===== config.mk =====
export PLATFORM = sky130hd
export DESIGN_NAME = hazard_unit
export DESIGN_NICKNAME = d
export VERILOG_FILES = /design/src/rtl/hazard_unit.sv
export SDC_FILE = /design/constraint.sdc
export NUM_CORES = 1
export LEC_CHECK = 0
export CAP_MARGIN = 30
export CORE_AREA = 2 2 39 41
export CTS_CLUSTER_DIAMETER = 30
export CTS_CLUSTER_SIZE = 30
export DETAILED_ROUTE_END_ITERATION = 10
export DIE_AREA = 0 0 41 43
export DONT_BUFFER_PORTS = 1
export GPL_TIMING_DRIVEN = 1
export PLACE_DENSITY = 0.61
export RECOVER_POWER = 100
export SLEW_MARGIN = 20
export SYNTH_ARGS = -nofsm -noshare
export SYNTH_HDL_FRONTEND = slang
export SYNTH_SLANG_ARGS = --single-unit

===== constraint.sdc =====
create_clock -name CLK -period 3.4 [get_ports CLK]
set_clock_uncertainty 0.2 [all_clocks]
set_input_delay 0.68 -clock CLK [delete_from_list [all_inputs] [get_ports CLK]]
set_output_delay 0.68 -clock CLK [all_outputs]
set_load 0.1 [all_outputs]

===== src/rtl/hazard_unit.sv =====
// Pipeline hazard controller: load-use stall, branch flush, BUSYWAIT freeze and
// multi-cycle MDU sequencing. Define HAZARD_PERF_CNT_EN to add the STALL_CYCLES counter.
module hazard_unit #(
   parameter int unsigned MDU_CYCLES = 4
) (
   input  logic       CLK,
   input  logic       RESET,
   input  logic       BUSYWAIT,
   input  logic [4:0] IF_ID_RS1,
   input  logic [4:0] IF_ID_RS2,
   input  logic       IF_ID_USES_RS1,
   input  logic       IF_ID_USES_RS2,
   input  logic [4:0] ID_EX_RD,
   input  logic       ID_EX_MEMREAD,
   input  logic       ID_EX_MDU,
   input  logic       BRANCH_TAKEN,
   output logic       PC_WRITE,
   output logic       IF_ID_WRITE,
   output logic       IF_ID_FLUSH,
   output logic       ID_EX_WRITE,
   output logic       ID_EX_FLUSH,
   output logic       EX_MEM_WRITE,
   output logic       EX_MEM_FLUSH
`ifdef HAZARD_PERF_CNT_EN
   ,
   output logic [31:0] STALL_CYCLES
`endif
);

   typedef enum logic {
      RUN,
      MDU_BUSY
   } state_t;

   // The trigger cycle itself counts as the first EX cycle, and the release
   // cycle as the last, so the countdown starts two below the total.
   localparam logic [4:0] CNT_LOAD = 5'(MDU_CYCLES - 2);

   state_t     state;
   state_t     state_nxt;
   logic [4:0] cnt;
   logic [4:0] cnt_nxt;

   logic rs1_hit;
   logic rs2_hit;
   logic load_use;
   logic mdu_stall;

   always_comb begin
      rs1_hit   = IF_ID_USES_RS1 && (IF_ID_RS1 == ID_EX_RD);
      rs2_hit   = IF_ID_USES_RS2 && (IF_ID_RS2 == ID_EX_RD);
      load_use  = ID_EX_MEMREAD && (ID_EX_RD != '0) && (rs1_hit || rs2_hit);
      mdu_stall = ((state == RUN) && ID_EX_MDU) ||
                  ((state == MDU_BUSY) && (cnt != '0));
   end

   always_ff @(posedge CLK or negedge RESET) begin
      if (!RESET) begin
         state <= RUN;
         cnt   <= '0;
      end else begin
         state <= state_nxt;
         cnt   <= cnt_nxt;
      end
   end

   always_comb begin
      state_nxt    = state;
      cnt_nxt      = cnt;
      PC_WRITE     = 1'b1;
      IF_ID_WRITE  = 1'b1;
      IF_ID_FLUSH  = 1'b0;
      ID_EX_WRITE  = 1'b1;
      ID_EX_FLUSH  = 1'b0;
      EX_MEM_WRITE = 1'b1;
      EX_MEM_FLUSH = 1'b0;

      if (!RESET) begin
         PC_WRITE     = 1'b0;
         IF_ID_WRITE  = 1'b0;
         ID_EX_WRITE  = 1'b0;
         EX_MEM_WRITE = 1'b0;
         state_nxt    = RUN;
         cnt_nxt      = '0;
      end else if (BUSYWAIT) begin
         PC_WRITE     = 1'b0;
         IF_ID_WRITE  = 1'b0;
         ID_EX_WRITE  = 1'b0;
         EX_MEM_WRITE = 1'b0;
      end else if (mdu_stall) begin
         PC_WRITE     = 1'b0;
         IF_ID_WRITE  = 1'b0;
         ID_EX_WRITE  = 1'b0;
         EX_MEM_FLUSH = 1'b1;
         if (state == RUN) begin
            state_nxt = MDU_BUSY;
            cnt_nxt   = CNT_LOAD;
         end else begin
            cnt_nxt = cnt - 5'd1;
         end
      end else begin
         // Release cycle falls through here too; ID_EX_MDU is ignored because
         // the trigger term is gated by RUN.
         if (state == MDU_BUSY) begin
            state_nxt = RUN;
         end
         if (BRANCH_TAKEN) begin
            IF_ID_FLUSH = 1'b1;
            ID_EX_FLUSH = 1'b1;
         end else if (load_use) begin
            PC_WRITE    = 1'b0;
            IF_ID_WRITE = 1'b0;
            ID_EX_FLUSH = 1'b1;
         end
      end
   end

`ifdef HAZARD_PERF_CNT_EN
   always_ff @(posedge CLK or negedge RESET) begin
      if (!RESET) begin
         STALL_CYCLES <= '0;
      end else if (!PC_WRITE) begin
         STALL_CYCLES <= STALL_CYCLES + 32'd1;
      end
   end
`endif

endmodule


==> flow_summary.ini <==
[job]
cap_violations = 0

[final_layout]
seq_area_um2 = 150.1
fillCellCount = 134
diodes = 0
finish.net_count = 102
drive_gt1_share_pct = 21.33
final_cells = 91
stdcell_area_um2 = 670.6
area.growth.synth_to_final_pct = 19.11
multiInputGateArea_um2 = 406.6

[sta]
period_minus_slack_ns = 3.059
setup_viol = 0
maxSlewHeadroom_pct = 23.11
tightest_slew_ns = 1.158
drv_slew = 0
hold_violations = 0
clock.fmax_mhz = 326.9
rsz0062_at_grt = false
min_period_over_period_pct = 89.98

[routing]
post_drt_wl_per_cell_um = 12.34
first_iter_violations = 0
first_pass_iters = 1
dr_total_vias = 503
routed_wl_um = 1123
final_antenna_net_count = 0
viasPerCell = 5.527
drcViolationCount = 0

[yosys]
yosysWarnings = 0
yosys.area.top_type = dfrtp_1
ys_seq_elements = 6
synth_commonest_cells = xor2_1 (8), inv_1 (7), a21oi_1 (6), dfrtp_1 (6), o21ai_0 (6)
synth_cell_types = 30
synth.most_common_cell = xor2_1
synth_ff_type = dfrtp_1
synth_area_per_cell_um2 = 8.404
postSynth.asyncResetShare_pct = 100.0
ys_top_cells_by_area = dfrtp_1 (27%), xor2_1 (12%), a21oi_1 (5.3%)
synth_fp_nets = 92
synth_edf_count = 0
synth_top_area_share_pct = 26.67
synth.cell_area_um2 = 563.0
ys_seq_area_share_pct = 26.67
synth_cells = 67

[global_routing]
grt_max_degree = 11
grt_use_total_pct = 16.18
grt_pass1_vias = 505
antenna_found_initial = 0
grt.overflow.total = 0
grt_pass1_wl_um = 1959

[cts]
cts_setup_buffers = 0
root_buffer = clkbuf_4
htreeDepth = 1
cts_buffers = 3
cts_tree = yes
clkTransAtPathRegs_ns = 0.04
clock_path_buffers = 2
clock-sinks = 6
insertion_delay_ns = 0.24

[placed_design]
place_area_um2 = 669.4
dp_hpwl_um = 949.8
dp_cells = 87
place.gp.congestion = 0.6771
port-buffer-count = 0

[die]
start_util_pct = 40.69
design.core.area_um2 = 1384
die_area_um2 = 1763
num_rows = 14
io_pins = 30
dieWidth_um = 41
die_y_um = 43

[setup_path]
path_max_fanout = 3
arrival_ns = 2.18
path_class = in -> out
critPathCaptureType = primary output
reg2reg_depth = 6
crit_required_ns = 2.52
cp-start-kind = input port

[power]
p_leak_nw = 0.2759
p_per_area_nw_per_um2 = 328.7
vdd_drop_max_v = 0.0001907

[hold_path]
min_path_cells = 2
hold_path_class = reg -> reg

[status]
status = completed
-- flip-flops by register name, summed over array words and instances, names as in the netlist --
signal,cells
cnt,5
state,1
-- path summary, 6_finish.rpt --
kind,startpoint,end,slack [ns]
setup / recovery,ID_EX_RD[0],IF_ID_WRITE,0.34
hold / removal,cnt[0],cnt[0],0.36
setup reg to reg,cnt[0],cnt[1],1.46
hold reg to reg,cnt[0],cnt[0],0.36
max in group asynchronous,RESET,cnt[2],2.22
min in group asynchronous,RESET,cnt[0],0.56
-- layout by cell type, fill, tap and decap left out, drive strengths merged --
| cell type | n |
|---|---|
| clkbuf | 9 |
| xor2 | 8 |
| o21ai | 7 |
| inv | 6 |
| a21oi | 6 |
| dfrtp | 6 |
| nor2 | 4 |
| nor4 | 3 |
| nor2b | 2 |
| xnor2 | 2 |
| nand3 | 2 |
| ha | 2 |
| and2 | 2 |
| nor3b | 1 |
| a21o | 1 |
| nand2 | 1 |
| clkinvlp | 1 |
| a32oi | 1 |
| or4 | 1 |
| o31a | 1 |
| nor3 | 1 |
| o31ai | 1 |
| a211oi | 1 |
| or3 | 1 |
| a2111oi | 1 |
| and2b | 1 |
| nand4b | 1 |
| a311oi | 1 |
| dlygate4sd3 | 1 |
-- per-stage QoR --
stage / hold WS [ns] / setup slack [ns] / setup TNS, ns / utilization [%] / power (mW)
floorplan: 0.1844 / -0.2728 / -0.2728 / - / 0.1497
global placement: 0.1846 / 0.5937 / 0 / 48.37 / 0.1614
detailed placement: 0.1846 / 0.5711 / 0 / 48.37 / 0.1616
CTS: 0.3555 / 0.5504 / 0 / 50.72 / 0.2288
global route: 0.3714 / 0.2158 / 0 / 48.46 / 0.2356
finish: 0.3572 / 0.3406 / 0 / 48.46 / 0.2204
-- where the power goes --
group	internal, mW	switching (mW)	total [mW]
Sequential	0.0746	0.00336	0.0780
Combinational	0.0238	0.0559	0.0797
Clock	0.0397	0.0230	0.0627
-- logic make-up (layout without fill, tap and decap cells) --
family          Yosys count  after routing  synth area share [%]
buf+inv                   9             17                 6.667
xor+xnor                 10             10                 15.56
flops                     6              6                 26.67
compound gates           20             20                 23.78
fa+ha+maj                 2              2                 4.444
simple gates             20             20                 22.89
-- worst max-delay path, stage by stage --
cell	delay, ns
or4_1	0.52
o21ai_1	0.29
o31a_4	0.16
clkbuf_4	0.51
-- routing by layer --
metal,up-vias,wire (um),part of all wire (%),global-route usage [%]
met5,-,0,0,0
met4,0,0,0,10.00
met3,0,83,7.4,4.712
met2,21,578,51,24.69
met1,225,460,41,18.75
li1,257,-,-,-
-- cell type report --
| type | count | share of cell area [%] |
|---|---|---|
| clock buffers | 3 | 3.358 |
| inverters | 7 | 4.478 |
| multi-input cells | 52 | 60.63 |
| flip-flops and latches | 6 | 22.39 |
| well taps | 16 | 2.985 |
| repair buffers | 7 | 6.157 |
-- timing repair --
action                                  in CTS  in global routing
endpoints found under the setup margin       0                  0
hold buffers                                 1                  0
hold endpoints to repair                     6                  0
gates resized for setup                      0                  0
(Power assumes the default switching activity.)
